### config.mk
export PLATFORM = sky130hd
export DESIGN_NAME = mix_col_stream
export DESIGN_NICKNAME = d
export VERILOG_FILES = /design/src/rtl/mix_col_stream.sv
export SDC_FILE = /design/constraint.sdc
export NUM_CORES = 1
export LEC_CHECK = 0
export CAP_MARGIN = 20
export CORE_MARGIN = 8
export CORE_UTILIZATION = 61
export CTS_CLUSTER_SIZE = 24
export DETAILED_ROUTE_END_ITERATION = 10
export PLACE_DENSITY = 0.82
export SLEW_MARGIN = 40
export SYNTH_ARGS = -nofsm -noshare
export SYNTH_HDL_FRONTEND = slang
export SYNTH_SLANG_ARGS = --single-unit
### constraint.sdc
create_clock -name clk -period 3.1 [get_ports clk]
set_input_delay 0.465 -clock clk [delete_from_list [all_inputs] [get_ports clk]]
set_output_delay 0.465 -clock clk [all_outputs]
set_load 0.02 [all_outputs]
### src/rtl/mix_col_stream.sv
// Streaming AES MixColumns / InvMixColumns: gathers one state column over 4/LANES
// beats and presents the transformed 32-bit word behind a registered valid/ready output.
module mix_col_stream #(
  parameter int LANES    = 1,
  parameter bit ENC_ONLY = 1'b0
) (
  input  logic               clk,
  input  logic               rst,
  input  logic               clr,
  input  logic               in_valid,
  output logic               in_ready,
  input  logic [8*LANES-1:0] d_in,
  input  logic               mode,
  input  logic               bypass,
  output logic               out_valid,
  input  logic               out_ready,
  output logic [31:0]        col_out,
  output logic [1:0]         col_idx,
  output logic               state_last
);

  // Handshake: a beat transfers on a rising edge where in_valid && in_ready; a column
  // transfers where out_valid && out_ready. A producer never withdraws valid or changes
  // its payload until the transfer, and ready never depends on valid.

  localparam int BEATS = 4 / LANES;
  localparam logic [1:0] LAST_BEAT = 2'(BEATS - 1);

  typedef logic [3:0][7:0] col_t;

  logic [1:0] beat_cnt_q, beat_cnt_d;
  col_t       acc_q, acc_d;
  logic       mode_q, mode_d;
  logic       bypass_q, bypass_d;
  logic       out_valid_q, out_valid_d;
  logic [31:0] col_out_q, col_out_d;
  logic [1:0] col_idx_q, col_idx_d;
  logic [1:0] next_idx_q, next_idx_d;

  logic first_beat, last_beat, stall, accept, col_done;
  logic mode_eff, bypass_eff;
  col_t merged, enc_col, dec_col, f_col;

  function automatic logic [7:0] xt(input logic [7:0] a);
    return {a[6:0], 1'b0} ^ (a[7] ? 8'h1b : 8'h00);
  endfunction

  function automatic logic [7:0] mul_9(input logic [7:0] a);
    return xt(xt(xt(a))) ^ a;
  endfunction

  function automatic logic [7:0] mul_b(input logic [7:0] a);
    return xt(xt(xt(a))) ^ xt(a) ^ a;
  endfunction

  function automatic logic [7:0] mul_d(input logic [7:0] a);
    return xt(xt(xt(a))) ^ xt(xt(a)) ^ a;
  endfunction

  function automatic logic [7:0] mul_e(input logic [7:0] a);
    return xt(xt(xt(a))) ^ xt(xt(a)) ^ xt(a);
  endfunction

  assign first_beat = (beat_cnt_q == 2'd0);
  assign last_beat  = (beat_cnt_q == LAST_BEAT);
  assign stall      = out_valid_q && !out_ready;
  // Only the column-completing beat needs the output register, so earlier beats flow on.
  assign in_ready   = rst && !clr && !(last_beat && stall);
  assign accept     = in_valid && in_ready;
  assign col_done   = accept && last_beat;

  // Mode and bypass come straight from the inputs on the first beat of a column.
  assign mode_eff   = ENC_ONLY ? 1'b1 : (first_beat ? mode : mode_q);
  assign bypass_eff = first_beat ? bypass : bypass_q;

  for (genvar r = 0; r < 4; r++) begin : g_merge
    localparam int BEAT = r / LANES;
    localparam int LANE = r % LANES;
    assign merged[r] = (beat_cnt_q == 2'(BEAT)) ? d_in[8*LANE +: 8] : acc_q[r];
  end

  for (genvar r = 0; r < 4; r++) begin : g_enc
    assign enc_col[r] = xt(merged[r]) ^ xt(merged[(r+1)%4]) ^ merged[(r+1)%4]
                      ^ merged[(r+2)%4] ^ merged[(r+3)%4];
  end

  if (ENC_ONLY) begin : g_enc_only
    assign dec_col = '0;
  end else begin : g_dec
    for (genvar r = 0; r < 4; r++) begin : g_row
      assign dec_col[r] = mul_e(merged[r]) ^ mul_b(merged[(r+1)%4])
                        ^ mul_d(merged[(r+2)%4]) ^ mul_9(merged[(r+3)%4]);
    end
  end

  assign f_col = bypass_eff ? merged : (mode_eff ? enc_col : dec_col);

  always_comb begin
    beat_cnt_d  = beat_cnt_q;
    acc_d       = acc_q;
    mode_d      = mode_q;
    bypass_d    = bypass_q;
    out_valid_d = out_valid_q;
    col_out_d   = col_out_q;
    col_idx_d   = col_idx_q;
    next_idx_d  = next_idx_q;

    if (accept) begin
      acc_d      = merged;
      beat_cnt_d = last_beat ? 2'd0 : beat_cnt_q + 2'd1;
      if (first_beat) begin
        mode_d   = mode;
        bypass_d = bypass;
      end
    end

    if (col_done) begin
      out_valid_d = 1'b1;
      col_out_d   = f_col;
      col_idx_d   = next_idx_q;
      next_idx_d  = next_idx_q + 2'd1;
    end else if (out_valid_q && out_ready) begin
      out_valid_d = 1'b0;
    end

    if (clr) begin
      beat_cnt_d  = 2'd0;
      out_valid_d = 1'b0;
      next_idx_d  = 2'd0;
    end
  end

  always_ff @(posedge clk) begin
    if (!rst) begin
      beat_cnt_q  <= 2'd0;
      acc_q       <= '0;
      mode_q      <= 1'b1;
      bypass_q    <= 1'b0;
      out_valid_q <= 1'b0;
      col_out_q   <= 32'd0;
      col_idx_q   <= 2'd0;
      next_idx_q  <= 2'd0;
    end else begin
      beat_cnt_q  <= beat_cnt_d;
      acc_q       <= acc_d;
      mode_q      <= mode_d;
      bypass_q    <= bypass_d;
      out_valid_q <= out_valid_d;
      col_out_q   <= col_out_d;
      col_idx_q   <= col_idx_d;
      next_idx_q  <= next_idx_d;
    end
  end

  assign out_valid  = out_valid_q;
  assign col_out    = col_out_q;
  assign col_idx    = col_idx_q;
  assign state_last = out_valid_q && (col_idx_q == 2'd3);

endmodule
[After elaboration in Yosys (flattened, before gate mapping)]
Index checks and enable logic that the tools add are counted.
Cells by class
  eq/ne operators: 4
  bitwise gates (word level): 65
  $add $sub $neg: 2
  muxes and demuxes: 23
  reduce and logical (&&, ||, !) cells: 14
Operator list (count)
  $xor A8 B8 Y8: 53
  $xor A8 B5 Y8: 11
  $mux W32: 2
  $mux W5: 12
  $mux W8: 4
  $logic_and A1 B1 Y1: 8
  $eq A2 B2 Y1 const B: 3
  $add A2 B1 Y2 const B: 2
  $mux W1: 4
  $logic_not A1 Y1: 3
  $eq A2 B1 Y1 const B: 1
  $logic_not A2 Y1: 1
  $mux W2: 1
  $reduce_bool A2 Y1: 1
  $reduce_or A2 Y1: 1
  $not A1 Y1: 1
Word-level totals
  logic and storage cells: 119
  output and inout port bits: 37
  register bits after elaboration: 73

[Logic depth before layout (Yosys ltp)]
  word-level depth: 15
  gate-level depth with buffers: 13
  mapped depth without buffers: 10

[Worst setup path after synthesis]
OpenSTA, ideal clock, no wires.
  kind: register -> register
  start: register beat_cnt_q[0]
  end: register col_out_q[26] (netlist: col_out[26])
  stages on the path, launching flop included: 12
  setup time: 74 ps
  period minus slack after synthesis: 2791 ps
  required time: 3026 ps
  slack: 309 ps
  buffers on the path: 2
  arrival time: 2717 ps
  cells stage by stage: dfxtp_1 inv_1 ha_1 buf_4 inv_1 buf_4 mux2i_4 xnor2_2 xnor3_1 xnor2_1 a2111o_1 a31oi_1
Between the ends
  word-level cells in the longest chain between the ends: 13
  elaborated cells on any way between the ends: 51
  classes of those cells: 3 x eq/ne; 16 x mux; 26 x bitwise; 6 x reduce/logical
RTL lines
  start, declared: line 31  | logic [1:0] beat_cnt_q, beat_cnt_d;
  start signal, assigned: line 144  | beat_cnt_q <= beat_cnt_d;
  $eq A2 B2 Y1 / $logic_not A2 Y1 (equally long branches): line 65, 79, 64
  $mux W8: line 79  | assign merged[r] = (beat_cnt_q == 2'(BEAT)) ? d_in[8*LANE +: 8] : acc_q[r];
  $mux W5 / $xor A8 B5 Y8 (equally long branches): line 45  | return {a[6:0], 1'b0} ^ (a[7] ? 8'h1b : 8'h00);
  $xor A8 B5 Y8 / $mux W5 (equally long branches): line 45
  $xor A8 B8 Y8 / $xor A8 B5 Y8 (equally long branches): line 45
  $xor A8 B5 Y8: line 45
  $xor A8 B8 Y8 (on tied branches) (2 in series): line 61, 53
  $xor A8 B8 Y8: line 91  | assign dec_col[r] = mul_e(merged[r]) ^ mul_b(merged[(r+1)%4])
  $xor A8 B8 Y8 (2 in series): line 92  | ^ mul_d(merged[(r+2)%4]) ^ mul_9(merged[(r+3)%4]);
  $mux W32 (2 in series): line 96  | assign f_col = bypass_eff ? merged : (mode_eff ? enc_col : dec_col);
  end signal, assigned: line 149  | col_out_q <= col_out_d;
  end, declared: line 36  | logic [31:0] col_out_q, col_out_d;
Several ways; a longest one is shown, not always the timed one.
A chain may end at the register's enable or synchronous reset.

[Worst setup path after layout]
  start: register beat_cnt_q[1]
  end: register col_out_q[18] (netlist: col_out[18])
Between the ends
  word-level cells in the longest chain between the ends: 13
  elaborated cells on any way between the ends: 51
  classes of those cells: 3 x eq/ne; 16 x mux; 26 x bitwise; 6 x reduce/logical
RTL lines (line)
  $eq A2 B2 Y1 (on tied branches): 79, 65
  $mux W8: 79
  $mux W5 / $xor A8 B5 Y8 (equally long branches): 45
  $xor A8 B5 Y8 / $mux W5 (equally long branches): 45
  $xor A8 B5 Y8 / $xor A8 B8 Y8 (equally long branches): 45
  $xor A8 B5 Y8: 45
  $xor A8 B8 Y8 (on tied branches) (2 in series): 61, 53
  $xor A8 B8 Y8: 91
  $xor A8 B8 Y8 (2 in series): 92
  $mux W32 (2 in series): 96
Several ways; a longest one is shown, not always the timed one.

==> impl_metrics.env <==
export IMPL_drive_above_1_share_pct=20.3
export IMPL_cap_violations=0
export IMPL_critPathLaunchType="flop"
export IMPL_reg2reg_setup_slack_ns=0.07
export IMPL_async_flop_share_pct=0
export IMPL_synth_seq_cells=73
export IMPL_root_buffer="clkbuf_16"
export IMPL_numCtsBuffers=9
export IMPL_stdcell_count=1113
export IMPL_io_buffer_count=51
export IMPL_slowest_stage="ha_1"
export IMPL_crit_chain="inv_1, ha_1, buf_4, mux2i_2, buf_4, buf_4, xor2_1, buf_4, xor2_1, xnor2_1, o211ai_1, a22oi_1, nor2_1"
export IMPL_hold_violations=0
export IMPL_maxSlewHeadroom_pct=51.4
export IMPL_syn_avg_cell_area_um2=8.73
export IMPL_fin_skew_ns=0.00353
export IMPL_ios=52
export IMPL_die_x_um=125
export IMPL_grt_pass1_vias=6780
export IMPL_grt_max_degree=35
export IMPL_power_density_nw_per_um2=454
export IMPL_placed_area_um2=8730
export IMPL_dp_hpwl_mm=18.8
export IMPL_drt_iter0_markers=600
export IMPL_htree_levels=3
export IMPL_synth_nets=855
export IMPL_rsz0062_at_grt="true"
export IMPL_dieArea_um2=15700
export IMPL_period_share_pct=97.6
export IMPL_area_delta_synth_final_pct=24.9
export IMPL_whs_path_depth=2
export IMPL_ys_types=57
export IMPL_start_util_pct=61.5
export IMPL_grt_pass1_wl_mm=37.9
export IMPL_clockBufferDepth=2
export IMPL_synth_edf_count=0
export IMPL_gp_congestion=0.971
export IMPL_netlist_area_um2=7290
export IMPL_drt_pass1_iter_count=5
export IMPL_cp_required_ns=3.32
export IMPL_dr_total_vias=6672
export IMPL_num_rows=40
export IMPL_core_um2=11900
export IMPL_critPathCaptureType="flop"
export IMPL_syn_inst=836
export IMPL_yosysWarningCount=0
export IMPL_path_class="flop to flop"
export IMPL_finalCriticalPeriod_ns=3.03
export IMPL_wire_per_inst_um=21.8
export IMPL_ys_seq_area_share_pct=20.0
export IMPL_status="completed"
export IMPL_maxSlewViolCount=0
export IMPL_final_area_um2=9110
export IMPL_worst_ep_arrival_time_ns=3.24
export IMPL_antenna_found_initial=0
export IMPL_path_clk_slew_ns=0.06
export IMPL_crit_top_cell="buf_4"
export IMPL_viasPerCell=5.99
export IMPL_cts_sinks=73
export IMPL_p_leak_nw=3.53
export IMPL_cts_tree="built"
export IMPL_tightest_slew_ns=0.708
export IMPL_insertion_delay_ns=0.35
export IMPL_drc=0
export IMPL_wirelength_mm=24.3
export IMPL_fmax_mhz=331
export IMPL_cp_max_fo=8
export IMPL_hold_class="flop to flop"
export IMPL_dp_cells=1095
export IMPL_synth_ff_type="dfxtp_1"
export IMPL_worst_path_largest_cell_delay_ns=0.39
export IMPL_ant_nets=0
export IMPL_r2r_cells=13
export IMPL_holdBufCountCts=0
export IMPL_grt_overflow_total=0
export IMPL_ir_worst_vdd_v=0.000259
export IMPL_setup_viol_count_final=0
export IMPL_track_usage_pct=31.2
export IMPL_n_antenna_cell=0
export IMPL_die_h_um=125
export IMPL_fin_nets=980
state kept, by name, summed over array words and instances, names as in the netlist:
signal and count:
acc_q 32, beat_cnt_q 2, bypass_q 1, col_idx 2, col_out 32, mode_q 1
next_idx_q 2, out_valid 1
metal layers:
layer  track usage, %  up-vias  wire length [um]
li1                 -     3107                 -
met1             36.0     3195              9640
met2             52.0      280             11600
met3             6.29       90              1530
met4             20.1        0              1470
met5                0        -                 0
cell usage in the layout, fill, tap and decap left out, drive strengths merged, types with 5 or more instances in the layout:
| cell type | instances |
|---|---|
| a221oi | 6 |
| o21ai | 50 |
| buf | 137 |
| xor2 | 100 |
| a211oi | 35 |
| inv | 11 |
| a31oi | 9 |
| xnor3 | 16 |
| dfxtp | 73 |
| nor3 | 20 |
| nand2 | 38 |
| xnor2 | 155 |
| clkbuf | 11 |
| nor2 | 78 |
| a21oi | 38 |
| mux2i | 74 |
| o211ai | 5 |
| clkdlybuf4s50 | 51 |
cells by family (layout without fill, tap and decap cells):
| logic type | after synthesis | count (layout) | share of synthesized area [%] |
|---|---|---|---|
| AO/OA/AOI/OAI | 172 | 172 | 15.2 |
| XOR/XNOR | 273 | 273 | 37.3 |
| adder cells (fa/ha/maj) | 4 | 4 | 0.686 |
| buffers and inverters | 85 | 215 | 5.63 |
| flip-flops | 73 | 73 | 20.0 |
| multiplexers | 76 | 76 | 12.4 |
| AND/OR/NAND/NOR | 153 | 153 | 8.75 |
power by group:
part	internal [mW]	switching (mW)
Clock	0.725	0.431
Combinational	1.00	0.981
Sequential	0.959	0.0403
Total	2.69	1.45
synth_stat cells (3+ instances only):
cell type / number / area [um2]
o21ai_0: 45 / 225
o21a_1: 4 / 30.0
a31oi_1: 9 / 56.3
xor2_1: 97 / 850
buf_2: 19 / 95.1
inv_1: 9 / 33.8
o221ai_1: 3 / 26.3
clkbuf_1: 43 / 161
mux2i_2: 8 / 110
a211o_1: 3 / 26.3
xnor3_1: 15 / 338
o21ai_1: 5 / 25.0
dfxtp_1: 73 / 1460
buf_4: 4 / 30.0
nor2b_1: 4 / 25.0
o211ai_1: 5 / 37.5
a22oi_1: 3 / 22.5
nor3_1: 20 / 100
mux2i_4: 9 / 203
nand3_1: 4 / 20.0
or3_1: 3 / 18.8
a21oi_1: 37 / 185
buf_6: 7 / 78.8
ha_1: 4 / 50.1
mux2i_1: 57 / 571
xnor2_1: 152 / 1330
a211oi_1: 35 / 263
a221oi_1: 6 / 52.6
nor2_1: 78 / 293
nand2_1: 38 / 143
final cells by class:
class / count / area (um2)
Timing Repair Buffer: 188 / 1630
Multi-Input combinational cell: 678 / 5470
Fill cell: 853 / 2750
Clock buffer: 11 / 243
Inverter: 11 / 43.8
Tap cell: 147 / 184
Clock inverter: 5 / 78.8
Sequential cell: 73 / 1460
path summary, 6_finish.rpt:
kind / startpoint / end
min reg2reg: col_out[0] / col_out[0]
max reg2reg: beat_cnt_q[1] / col_out[18]
min: col_out[0] / col_out[0]
max: beat_cnt_q[1] / col_out[18]
worst max-delay path: cells and delay by family (launching register included):
kind | cells | cell delay, ns
xor gates and xnor gates | 3 | 0.69
muxes | 1 | 0.22
DFF | 1 | 0.33
buffers and inverters | 5 | 0.88
AOI/OAI and AO/OA | 2 | 0.30
adders and majority gates | 1 | 0.39
and+or+nand+nor | 1 | 0.06
metrics by stage:
stage | total power [mW] | setup TNS [ns] | hold slack, ns | util, % | setup WS (ns)
after floorplan | 2.36 | 0 | 0.444 | - | 0.309
after global routing | 4.31 | -0.133 | 0.473 | 76.8 | -0.0670
after CTS | 4.11 | 0 | 0.459 | 76.4 | 0.0611
after detailed placement | 2.95 | -0.960 | 0.451 | 73.6 | -0.165
after global placement | 2.92 | -0.318 | 0.444 | 73.6 | -0.107
final | 4.14 | 0 | 0.457 | 76.8 | 0.0745
repair_timing:
item | CTS | global route
setup endpoints to repair | 0 | 15
buffers inserted | 0 | 2
resized for setup | 0 | 10
Power figures use the tool's default switching activity.
